--- config.mk ---
export PLATFORM = sky130hd
export DESIGN_NAME = attn_core_sequencer_flat
export DESIGN_NICKNAME = d
export VERILOG_FILES = /design/src/rtl/attn_core_sequencer_if.sv /design/src/rtl/attn_core_sequencer.sv /design/src/flat_wrapper.sv
export SDC_FILE = /design/constraint.sdc
export NUM_CORES = 1
export LEC_CHECK = 0
export ABC_CLOCK_PERIOD_IN_PS = 2800
export CORE_ASPECT_RATIO = 1.1
export CORE_MARGIN = 2
export CORE_UTILIZATION = 53
export CTS_BUF_LIST = sky130_fd_sc_hd__clkbuf_16
export CTS_CLUSTER_SIZE = 25
export DETAILED_ROUTE_END_ITERATION = 6
export PLACE_DENSITY = 0.89
export SYNTH_ARGS = -nofsm -noshare
export SYNTH_HDL_FRONTEND = slang
export SYNTH_SLANG_ARGS = --single-unit
export TNS_END_PERCENT = 100
--- constraint.sdc ---
create_clock -name clk_i -period 2.8 [get_ports clk_i]
set_input_delay 0.84 -clock clk_i [delete_from_list [all_inputs] [get_ports clk_i]]
set_output_delay 0.84 -clock clk_i [all_outputs]
set_load 0.02 [all_outputs]
--- src/rtl/attn_core_sequencer_if.sv ---
// Handshake/bus bundle between the attention-core sequencer and the host stream / core.
// The sequencer uses the slave modport; the host/core side uses master.
interface attn_core_sequencer_if;
  logic        start;
  logic [4:0]  n_q;
  logic [4:0]  n_k;
  logic        in_valid;
  logic        in_ready;
  logic        fifo_valid;
  logic [16:0] inst;
  logic        sum_valid;
  logic        busy;
  logic        done;
  logic        cfg_err;

  modport master (
    output start, n_q, n_k, in_valid, fifo_valid,
    input  in_ready, inst, sum_valid, busy, done, cfg_err
  );

  modport slave (
    input  start, n_q, n_k, in_valid, fifo_valid,
    output in_ready, inst, sum_valid, busy, done, cfg_err
  );
endinterface

--- src/rtl/attn_core_sequencer.sv ---
// Job sequencer for the Q/K attention core: streams Q/K rows in, loads K, executes Q with
// overlapped ofifo->psum drain, then reads psum back. ATTN_SEQ_PERF_EN adds perf counters.
module attn_core_sequencer #(
  parameter int ADDR_W  = 4,
  parameter int MAC_DLY = 1,
  parameter int SUM_LAT = 2
) (
  input  logic clk_i,
  input  logic reset_i,
  attn_core_sequencer_if.slave bus
`ifdef ATTN_SEQ_PERF_EN
  ,
  output logic [31:0] perf_cycles_o,
  output logic [31:0] perf_stall_o
`endif
);
  localparam int CW = ADDR_W + 1;
  localparam logic [CW-1:0] DEPTH = CW'(2**ADDR_W);

  typedef enum logic [2:0] {IDLE, QWR, KWR, KLOAD, EXEC, DRAIN, PRD, FLUSH} state_e;

  state_e              state_q, state_d;
  logic [CW-1:0]       nq_q, nq_d, nk_q, nk_d, cnt_q, cnt_d, dcnt_q, dcnt_d;
  logic                rdo_q, rdo_d;
  logic [ADDR_W-1:0]   qka_q, qka_d, pa_q, pa_d;
  logic [5:0]          strb_q, strb_d;
  logic                in_ready_q, busy_q, done_q, done_d, cfg_err_q, cfg_err_d;
  logic [MAC_DLY-1:0]  ld_q, ex_q;
  logic [SUM_LAT-1:0]  sv_q;
  logic [CW-1:0]       nq_cl, nk_cl;
  logic                accept, ex_pend, sv_early, draining;

  assign bus.inst      = {rdo_q, qka_q, pa_q, ex_q[MAC_DLY-1], ld_q[MAC_DLY-1], strb_q};
  assign bus.in_ready  = in_ready_q;
  assign bus.sum_valid = sv_q[SUM_LAT-1];
  assign bus.busy      = busy_q;
  assign bus.done      = done_q;
  assign bus.cfg_err   = cfg_err_q;

  assign nq_cl    = (CW'(bus.n_q) > DEPTH) ? DEPTH : CW'(bus.n_q);
  assign nk_cl    = (CW'(bus.n_k) > DEPTH) ? DEPTH : CW'(bus.n_k);
  assign accept   = in_ready_q & bus.in_valid;
  assign ex_pend  = strb_q[5] | (|ex_q);
  assign draining = (state_q == EXEC || state_q == DRAIN) && bus.fifo_valid && (dcnt_q != nq_q);

  always_comb begin
    sv_early = strb_q[1];
    for (int i = 0; i < SUM_LAT-1; i++) sv_early = sv_early | sv_q[i];
  end

  always_comb begin
    state_d   = state_q;
    nq_d      = nq_q;
    nk_d      = nk_q;
    cnt_d     = cnt_q;
    dcnt_d    = dcnt_q;
    rdo_d     = 1'b0;
    qka_d     = '0;
    pa_d      = '0;
    strb_d    = '0;
    done_d    = 1'b0;
    cfg_err_d = 1'b0;
    case (state_q)
      IDLE: if (bus.start) begin
        if (bus.n_q == '0 || bus.n_k == '0) cfg_err_d = 1'b1;
        else begin
          state_d = QWR;
          nq_d    = nq_cl;
          nk_d    = nk_cl;
          cnt_d   = '0;
          dcnt_d  = '0;
        end
      end
      QWR: if (accept) begin
        strb_d[4] = 1'b1;
        qka_d     = cnt_q[ADDR_W-1:0];
        cnt_d     = cnt_q + 1'b1;
        if (cnt_d == nq_q) begin state_d = KWR; cnt_d = '0; end
      end
      KWR: if (accept) begin
        strb_d[2] = 1'b1;
        qka_d     = cnt_q[ADDR_W-1:0];
        cnt_d     = cnt_q + 1'b1;
        if (cnt_d == nk_q) begin state_d = KLOAD; cnt_d = '0; end
      end
      KLOAD: begin
        strb_d[3] = 1'b1;
        qka_d     = cnt_q[ADDR_W-1:0];
        cnt_d     = cnt_q + 1'b1;
        if (cnt_d == nk_q) begin state_d = EXEC; cnt_d = '0; end
      end
      EXEC: begin
        if (cnt_q != nq_q) begin
          strb_d[5] = 1'b1;
          qka_d     = cnt_q[ADDR_W-1:0];
          cnt_d     = cnt_q + 1'b1;
        end else if (!ex_pend) state_d = DRAIN;
      end
      DRAIN: if (dcnt_q == nq_q) begin state_d = PRD; cnt_d = '0; end
      PRD: begin
        strb_d[1] = 1'b1;
        pa_d      = cnt_q[ADDR_W-1:0];
        cnt_d     = cnt_q + 1'b1;
        if (cnt_d == nq_q) begin state_d = FLUSH; cnt_d = '0; end
      end
      FLUSH: if (!sv_early && sv_q[SUM_LAT-1]) begin state_d = IDLE; done_d = 1'b1; end
      default: state_d = IDLE;
    endcase
    // ofifo->pmem drain runs alongside execute so the 8-deep ofifo never fills
    if (draining) begin
      rdo_d     = 1'b1;
      strb_d[0] = 1'b1;
      pa_d      = dcnt_q[ADDR_W-1:0];
      dcnt_d    = dcnt_q + 1'b1;
    end
  end

  always_ff @(posedge clk_i) begin
    if (reset_i) begin
      state_q    <= IDLE;
      nq_q       <= '0;
      nk_q       <= '0;
      cnt_q      <= '0;
      dcnt_q     <= '0;
      rdo_q      <= 1'b0;
      qka_q      <= '0;
      pa_q       <= '0;
      strb_q     <= '0;
      in_ready_q <= 1'b0;
      busy_q     <= 1'b0;
      done_q     <= 1'b0;
      cfg_err_q  <= 1'b0;
      ld_q       <= '0;
      ex_q       <= '0;
      sv_q       <= '0;
    end else begin
      state_q    <= state_d;
      nq_q       <= nq_d;
      nk_q       <= nk_d;
      cnt_q      <= cnt_d;
      dcnt_q     <= dcnt_d;
      rdo_q      <= rdo_d;
      qka_q      <= qka_d;
      pa_q       <= pa_d;
      strb_q     <= strb_d;
      in_ready_q <= (state_d == QWR) || (state_d == KWR);
      busy_q     <= (state_d != IDLE);
      done_q     <= done_d;
      cfg_err_q  <= cfg_err_d;
      // MAC bits trail their SRAM read strobes; sum_valid trails pmem_rd
      ld_q[0]    <= strb_q[3];
      ex_q[0]    <= strb_q[5];
      sv_q[0]    <= strb_q[1];
      for (int i = 1; i < MAC_DLY; i++) begin
        ld_q[i] <= ld_q[i-1];
        ex_q[i] <= ex_q[i-1];
      end
      for (int i = 1; i < SUM_LAT; i++) sv_q[i] <= sv_q[i-1];
    end
  end

`ifdef ATTN_SEQ_PERF_EN
  logic [31:0] pcyc_q, pstall_q;
  logic        stall;

  assign stall = ((state_q == QWR || state_q == KWR) && !bus.in_valid) ||
                 (state_q == DRAIN && !bus.fifo_valid);
  assign perf_cycles_o = pcyc_q;
  assign perf_stall_o  = pstall_q;

  always_ff @(posedge clk_i) begin
    if (reset_i || (state_q == IDLE && state_d == QWR)) begin
      pcyc_q   <= '0;
      pstall_q <= '0;
    end else begin
      if (state_q != IDLE && pcyc_q != '1) pcyc_q <= pcyc_q + 1'b1;
      if (stall && pstall_q != '1)         pstall_q <= pstall_q + 1'b1;
    end
  end
`endif
endmodule

--- src/flat_wrapper.sv ---
// flat-port wrapper written by rule: the top's interface ports become plain ports
module attn_core_sequencer_flat 
#(
  parameter int ADDR_W  = 4,
  parameter int MAC_DLY = 1,
  parameter int SUM_LAT = 2
)
  (clk_i, reset_i, bus_start, bus_n_q, bus_n_k, bus_in_valid, bus_fifo_valid, bus_in_ready, bus_inst, bus_sum_valid, bus_busy, bus_done, bus_cfg_err);
  attn_core_sequencer_if bus_i ();
  input  logic clk_i;
  input  logic reset_i;
  input wire logic [$bits(bus_i.start)-1:0] bus_start;
  input wire logic [$bits(bus_i.n_q)-1:0] bus_n_q;
  input wire logic [$bits(bus_i.n_k)-1:0] bus_n_k;
  input wire logic [$bits(bus_i.in_valid)-1:0] bus_in_valid;
  input wire logic [$bits(bus_i.fifo_valid)-1:0] bus_fifo_valid;
  output wire logic [$bits(bus_i.in_ready)-1:0] bus_in_ready;
  output wire logic [$bits(bus_i.inst)-1:0] bus_inst;
  output wire logic [$bits(bus_i.sum_valid)-1:0] bus_sum_valid;
  output wire logic [$bits(bus_i.busy)-1:0] bus_busy;
  output wire logic [$bits(bus_i.done)-1:0] bus_done;
  output wire logic [$bits(bus_i.cfg_err)-1:0] bus_cfg_err;
  assign bus_i.start = bus_start;
  assign bus_i.n_q = bus_n_q;
  assign bus_i.n_k = bus_n_k;
  assign bus_i.in_valid = bus_in_valid;
  assign bus_i.fifo_valid = bus_fifo_valid;
  assign bus_in_ready = bus_i.in_ready;
  assign bus_inst = bus_i.inst;
  assign bus_sum_valid = bus_i.sum_valid;
  assign bus_busy = bus_i.busy;
  assign bus_done = bus_i.done;
  assign bus_cfg_err = bus_i.cfg_err;
  attn_core_sequencer #(.ADDR_W(ADDR_W), .MAC_DLY(MAC_DLY), .SUM_LAT(SUM_LAT)) u_core (.clk_i(clk_i), .reset_i(reset_i), .bus(bus_i));
endmodule
======== Yosys cells after proc, flatten, opt, wreduce, memory -nomap -nowiden ========
Index checks and enable logic that the tools add are counted.
cells by class
  muxes and demuxes ....................... 38
  bitwise operators ....................... 10
  reductions and logical operators ........ 23
  $add $sub $neg .......................... 2
  equality and inequality tests ........... 21
  magnitude comparators ................... 2
operators by type and width
  operator                                                                 number
  5-bit two-way mux                                                        12
  3-bit two-way mux                                                        12
  5-bit one-hot mux with 7 select lines                                    1
  3-bit one-hot mux with 8 select lines                                    1
  4-bit two-way mux                                                        4
  5-bit equality test                                                      3
  3-bit equality test, second input constant                               4
  4-bit one-hot mux with 3 select lines                                    1
  5-bit by 1-bit adder with 5-bit output, second input constant            2
  5-bit > comparator, second input constant                                2
  5-bit zero test                                                          2
  5-bit inequality test                                                    2
  2-bit OR reduction                                                       5
  3-bit by 2-bit equality test with 1-bit output, second input constant    3
  2-bit inequality test, second input constant                             4
  1-bit two-way mux                                                        7
  1-bit inverter                                                           7
  7-bit AND reduction                                                      1
  7-bit nonzero test                                                       1
  3-bit by 1-bit equality test with 1-bit output, second input constant    2
  2-bit by 1-bit inequality test with 1-bit output, second input constant  3
  3-bit AND reduction                                                      2
  2-bit nonzero test                                                       2
  1-bit logical AND                                                        3
  other kinds (7)                                                          10
word-level totals
  logic and storage cells ................. 115
  input bits .............................. 15
  output and inout port bits .............. 22
  flip-flop bits (word level) ............. 46

======== Logic depth before layout (Yosys ltp) ========
  depth in word-level cells ............... 7
  gate-level depth with buffers ........... 8
  depth with buffers taken out ............ 8

======== Worst setup path before layout ========
Ideal clock, no wire load.
  path type ............................... input -> register
  start ................................... input bus_n_q[1]
  end ..................................... register u_core.cnt_q[2]
  path buffers ............................ 0
  stages .................................. 6
  path slack .............................. 486 ps
  required time ........................... 2,743 ps
  library setup time ...................... 57 ps
  arrival ................................. 2,257 ps
  cell sequence ........................... or4_1 o22ai_1 o21ai_0 a31oi_1 o21bai_1 a21o_1
on the way
  longest elaborated chain between the ends .. 4
ends and longest elaborated chain
  item                             line                        source
  from (decl)                      flat_wrapper.sv:13          input wire logic [$bits(bus_i.n_q)-1:0] bus_n_q;
  5-bit zero test                  attn_core_sequencer.sv:65   if (bus.n_q == '0 || bus.n_k == '0) cfg_err_d = 1'b1;
  1-bit logical OR                 attn_core_sequencer.sv:65
  2-bit inequality test (no line)  n/a
  7-bit AND reduction (no line)    n/a
  to (signal assigned)             attn_core_sequencer.sv:140  cnt_q <= cnt_d;
  to (decl)                        attn_core_sequencer.sv:23   logic [CW-1:0] nq_q, nq_d, nk_q, nk_d, cnt_q, cnt_d, dcnt_q, dcnt_d;
No other way between the ends.
A chain may end at the register's enable or synchronous reset.

======== Worst setup path after layout ========
  start ................................... input bus_n_k[1]
  end ..................................... register u_core.cnt_q[3]
on the way
  longest elaborated chain between the ends .. 4
ends and longest elaborated chain
  item                             line                       source
  from (decl)                      flat_wrapper.sv:14         input wire logic [$bits(bus_i.n_k)-1:0] bus_n_k;
  5-bit zero test                  attn_core_sequencer.sv:65
  1-bit logical OR                 attn_core_sequencer.sv:65
  2-bit inequality test (no line)  n/a
  7-bit AND reduction (no line)    n/a
No other way between the ends.

==> results.yml <==
logic_synthesis:
  yosysUniqueCellTypes: 54
  synth_cells: 270
  seq_area_frac_synth_pct: 39.7
  syn-cell-area_sq_um: 2270
  ys.flop_type: "dfxtp_1"
  syn_avg_cell_area_sq_um: 8.40
  async_flop_share_pct: 0
  synth_edf_count: 0
  syn_nets: 287
  yosys_warnings: 0
  ys_ff_latch: 45
sta:
  finalSetupViolCount: 0
  timing.fmax_ghz: 0.389
  layout_setup_ws_ns: 0.227
  min_period_over_period_pct: 91.9
  slew-limit-headroom_pct: 40.3
  hold_viol_final: 0
  fin_hold_ws_ns: 0.466
  period_needed_ns: 2.57
  tightest_slew_ns: 0.889
  drv_slew: 0
  setup_tns_ns: 0
  finalClockSkew_ns: 0.00374
  rsz0062_at_grt: "false"
critical_path:
  endpoint_kind: "register"
  cp_max_fo: 4
  r2r_slack_ns: 0.42
  cp-start-kind: "primary input"
  slowest_stage: "or4_1"
  cp_data_arrival_time_ns: 2.79
  criticalPathCategory: "primary input to register"
  slowest_delay_ns: 0.52
  crit_chain: "clkdlybuf4s50_1 -> or4_1 -> o22ai_1 -> o21ai_0 -> a31oi_1 -> buf_4 -> nand2_1 -> o21ai_0"
  cpMostUsedCell: "o21ai_0"
  r2r-end: "u_core.bus.busy"
  reg2reg_from: "u_core.cnt_q[2]"
  worstPathRequired_ns: 3.01
  reg2reg_depth: 7
  path_delay_family: "compound AO/OA/AOI/OAI gates"
  path_buf_inv: 2
cts:
  ctsResizeCount: 0
  cts_buffer_depth: 2
  htree_levels: 2
  cts_buffers: 5
  cts-root-buf: "clkbuf_16"
  cts_sinks: 45
  post-cts-setup-buffer-count: 0
  clk-insertion-delay-late_ns: 0.29
  ctsHoldBuffers: 0
  cts_tree: "built"
  clkTransAtPathRegs_ns: 0.06
grt:
  grt_usage_pct: 22.3
  grt_pass1_wl_um: 8200
  antenna_found_initial: 0
  grt.overflow.total: 0
  grt_max_degree: 37
  grt_pass1_vias: 1838
routing:
  ant_nets: 0
  wl_um: 5100
  drcViolationCount: 0
  dr_total_vias: 2081
  firstDrtPassIters: 6
  via_per_inst: 5.81
  drtIter0Drc: 137
  wire_per_inst_um: 14.2
power:
  p_leak_nw: 1.05
  vdd_ir_drop_max_v: 0.000365
  p_per_area_nw_per_um2: 493
  p_total_mw: 1.38
floorplan:
  dieArea_sq_um: 4820
  initial_core_util_pct: 56.4
  io_pins: 37
  die_x_um: 66.4
  placementRows: 24
  die_y_um: 72.6
  core_sq_um: 4020
min_path:
  min_delay_worst_endpoint: "u_core.sv_q[1]"
  min_delay_path_depth: 1
  hp-start: "u_core.sv_q[0]"
  hp-class: "register to register"
outcome:
  outcome: "completed"
layout:
  diodes: 0
  final_nets: 322
  syn_to_final_growth_pct: 23.6
  drive_above_1_share_pct: 8.17
placed_design:
  port_buffers: 36
  dp_hpwl_um: 3700
  place_ws_ns: -0.0444
  globalplace.congestion: 0.909
run:
  drv_cap: 0
registers in the layout, summed over array words and instances, names as in the netlist:
signal	count
u_core.dcnt_q	5
u_core.bus.in_ready	1
u_core.state_q	3
u_core.ld_q	1
u_core.nk_q	5
u_core.strb_q	6
u_core.cnt_q	5
u_core.bus.done	1
u_core.nq_q	5
u_core.sv_q	2
u_core.ex_q	1
u_core.qka_q	4
u_core.bus.cfg_err	1
u_core.bus.busy	1
u_core.pa_q	4
cells by family (layout without fill, tap and decap cells):
group	count (synthesis)	after routing	share of synthesized area, %
simple gates	124	124	29.6
compound gates	56	56	16.1
fa+ha+maj	3	3	1.54
buf+inv	23	59	5.29
mux	1	1	0.441
xor+xnor	18	18	7.28
flops	45	45	39.7
synth_stat cells (all sizes together), types with 5 or more instances:
master / count / area [sq um]
nor2: 26 / 97.6
buf: 10 / 71.3
xnor2: 11 / 104
nand3b: 9 / 67.6
nand3: 12 / 65.1
a21oi: 18 / 90.1
nand2: 28 / 105
nor2b: 8 / 50.1
xor2: 7 / 61.3
inv: 5 / 18.8
and2: 6 / 38.8
dfxtp: 45 / 901
o21ai: 12 / 60.1
nor3b: 5 / 37.5
clkbuf: 8 / 30.0
nor3: 9 / 45.0
cells in the final DEF, fill, tap and decap left out, drive strengths merged, types with 2 or more instances in the layout:
cell type      synthesis  layout
dfxtp                 45      45
clkdlybuf4s50          0      36
nand2                 28      28
nor2                  26      26
a21oi                 18      18
o21ai                 12      12
nand3                 12      12
xnor2                 11      11
buf                   10      10
nor3                   9       9
nand3b                 9       9
inv                    5       8
nor2b                  8       8
xor2                   7       7
and2                   6       6
nor3b                  5       5
clkbuf                 8       5
a22oi                  4       4
a31oi                  4       4
or3                    4       4
nand2b                 4       4
and3                   3       3
or4                    2       2
o21bai                 2       2
or3b                   2       2
o31a                   2       2
o21a                   2       2
nor4                   2       2
ha                     2       2
o22ai                  2       2
o311ai                 2       2
nor4b                  2       2
area by class of cell:
cell class / count / area (sq um)
well taps: 52 / 65.1
clock inverters: 3 / 11.3
multi-input cells: 202 / 1250
inverters: 5 / 18.8
fillers: 345 / 1220
repair buffers: 46 / 435
flip-flops and latches: 45 / 901
clock buffers: 5 / 125
report_power, final:
| part | internal (mW) | leakage [nW] | switching, mW | total, mW |
|---|---|---|---|---|
| sequential | 0.653 | 0.364 | 0.0136 | 0.667 |
| combinational | 0.0766 | 0.606 | 0.0897 | 0.166 |
| clock | 0.321 | 0.0776 | 0.227 | 0.548 |
worst max-delay path by stage:
stage               start               to  slack (ns)  cells past startpoint
4_1_cts        bus_n_k[1]  u_core.cnt_q[3]        0.25                      8
5_1_grt        bus_n_q[1]  u_core.cnt_q[3]        0.04                      8
3_3_place_gp   bus_n_q[1]  u_core.cnt_q[3]       -0.01                      8
3_5_place_dp   bus_n_k[1]  u_core.cnt_q[3]       -0.04                      8
6_report       bus_n_k[1]  u_core.cnt_q[3]        0.23                      8
2_1_floorplan  bus_n_q[1]  u_core.cnt_q[2]        0.49                      6
routing by layer:
layer / wire [um] / share of wire, % / global-route usage, % / vias up
li1: - / - / - / 1011
met1: 2180 / 43 / 27.3 / 955
met2: 2400 / 47 / 36.1 / 99
met3: 383 / 7.5 / 7.25 / 16
met4: 141 / 2.8 / 9.07 / 0
met5: 0 / 0 / 0 / -
metrics by stage:
stage | cells | util [%] | instance area (sq um)
after floorplan | 270 | - | 2270
after global placement | 350 | 66.3 | 2670
after detailed placement | 350 | 66.3 | 2670
after CTS | 358 | 69.7 | 2800
after global routing | 358 | 69.7 | 2800
final | 358 | 69.7 | 2800
No activity file was read; power rests on OpenSTA's default activity.
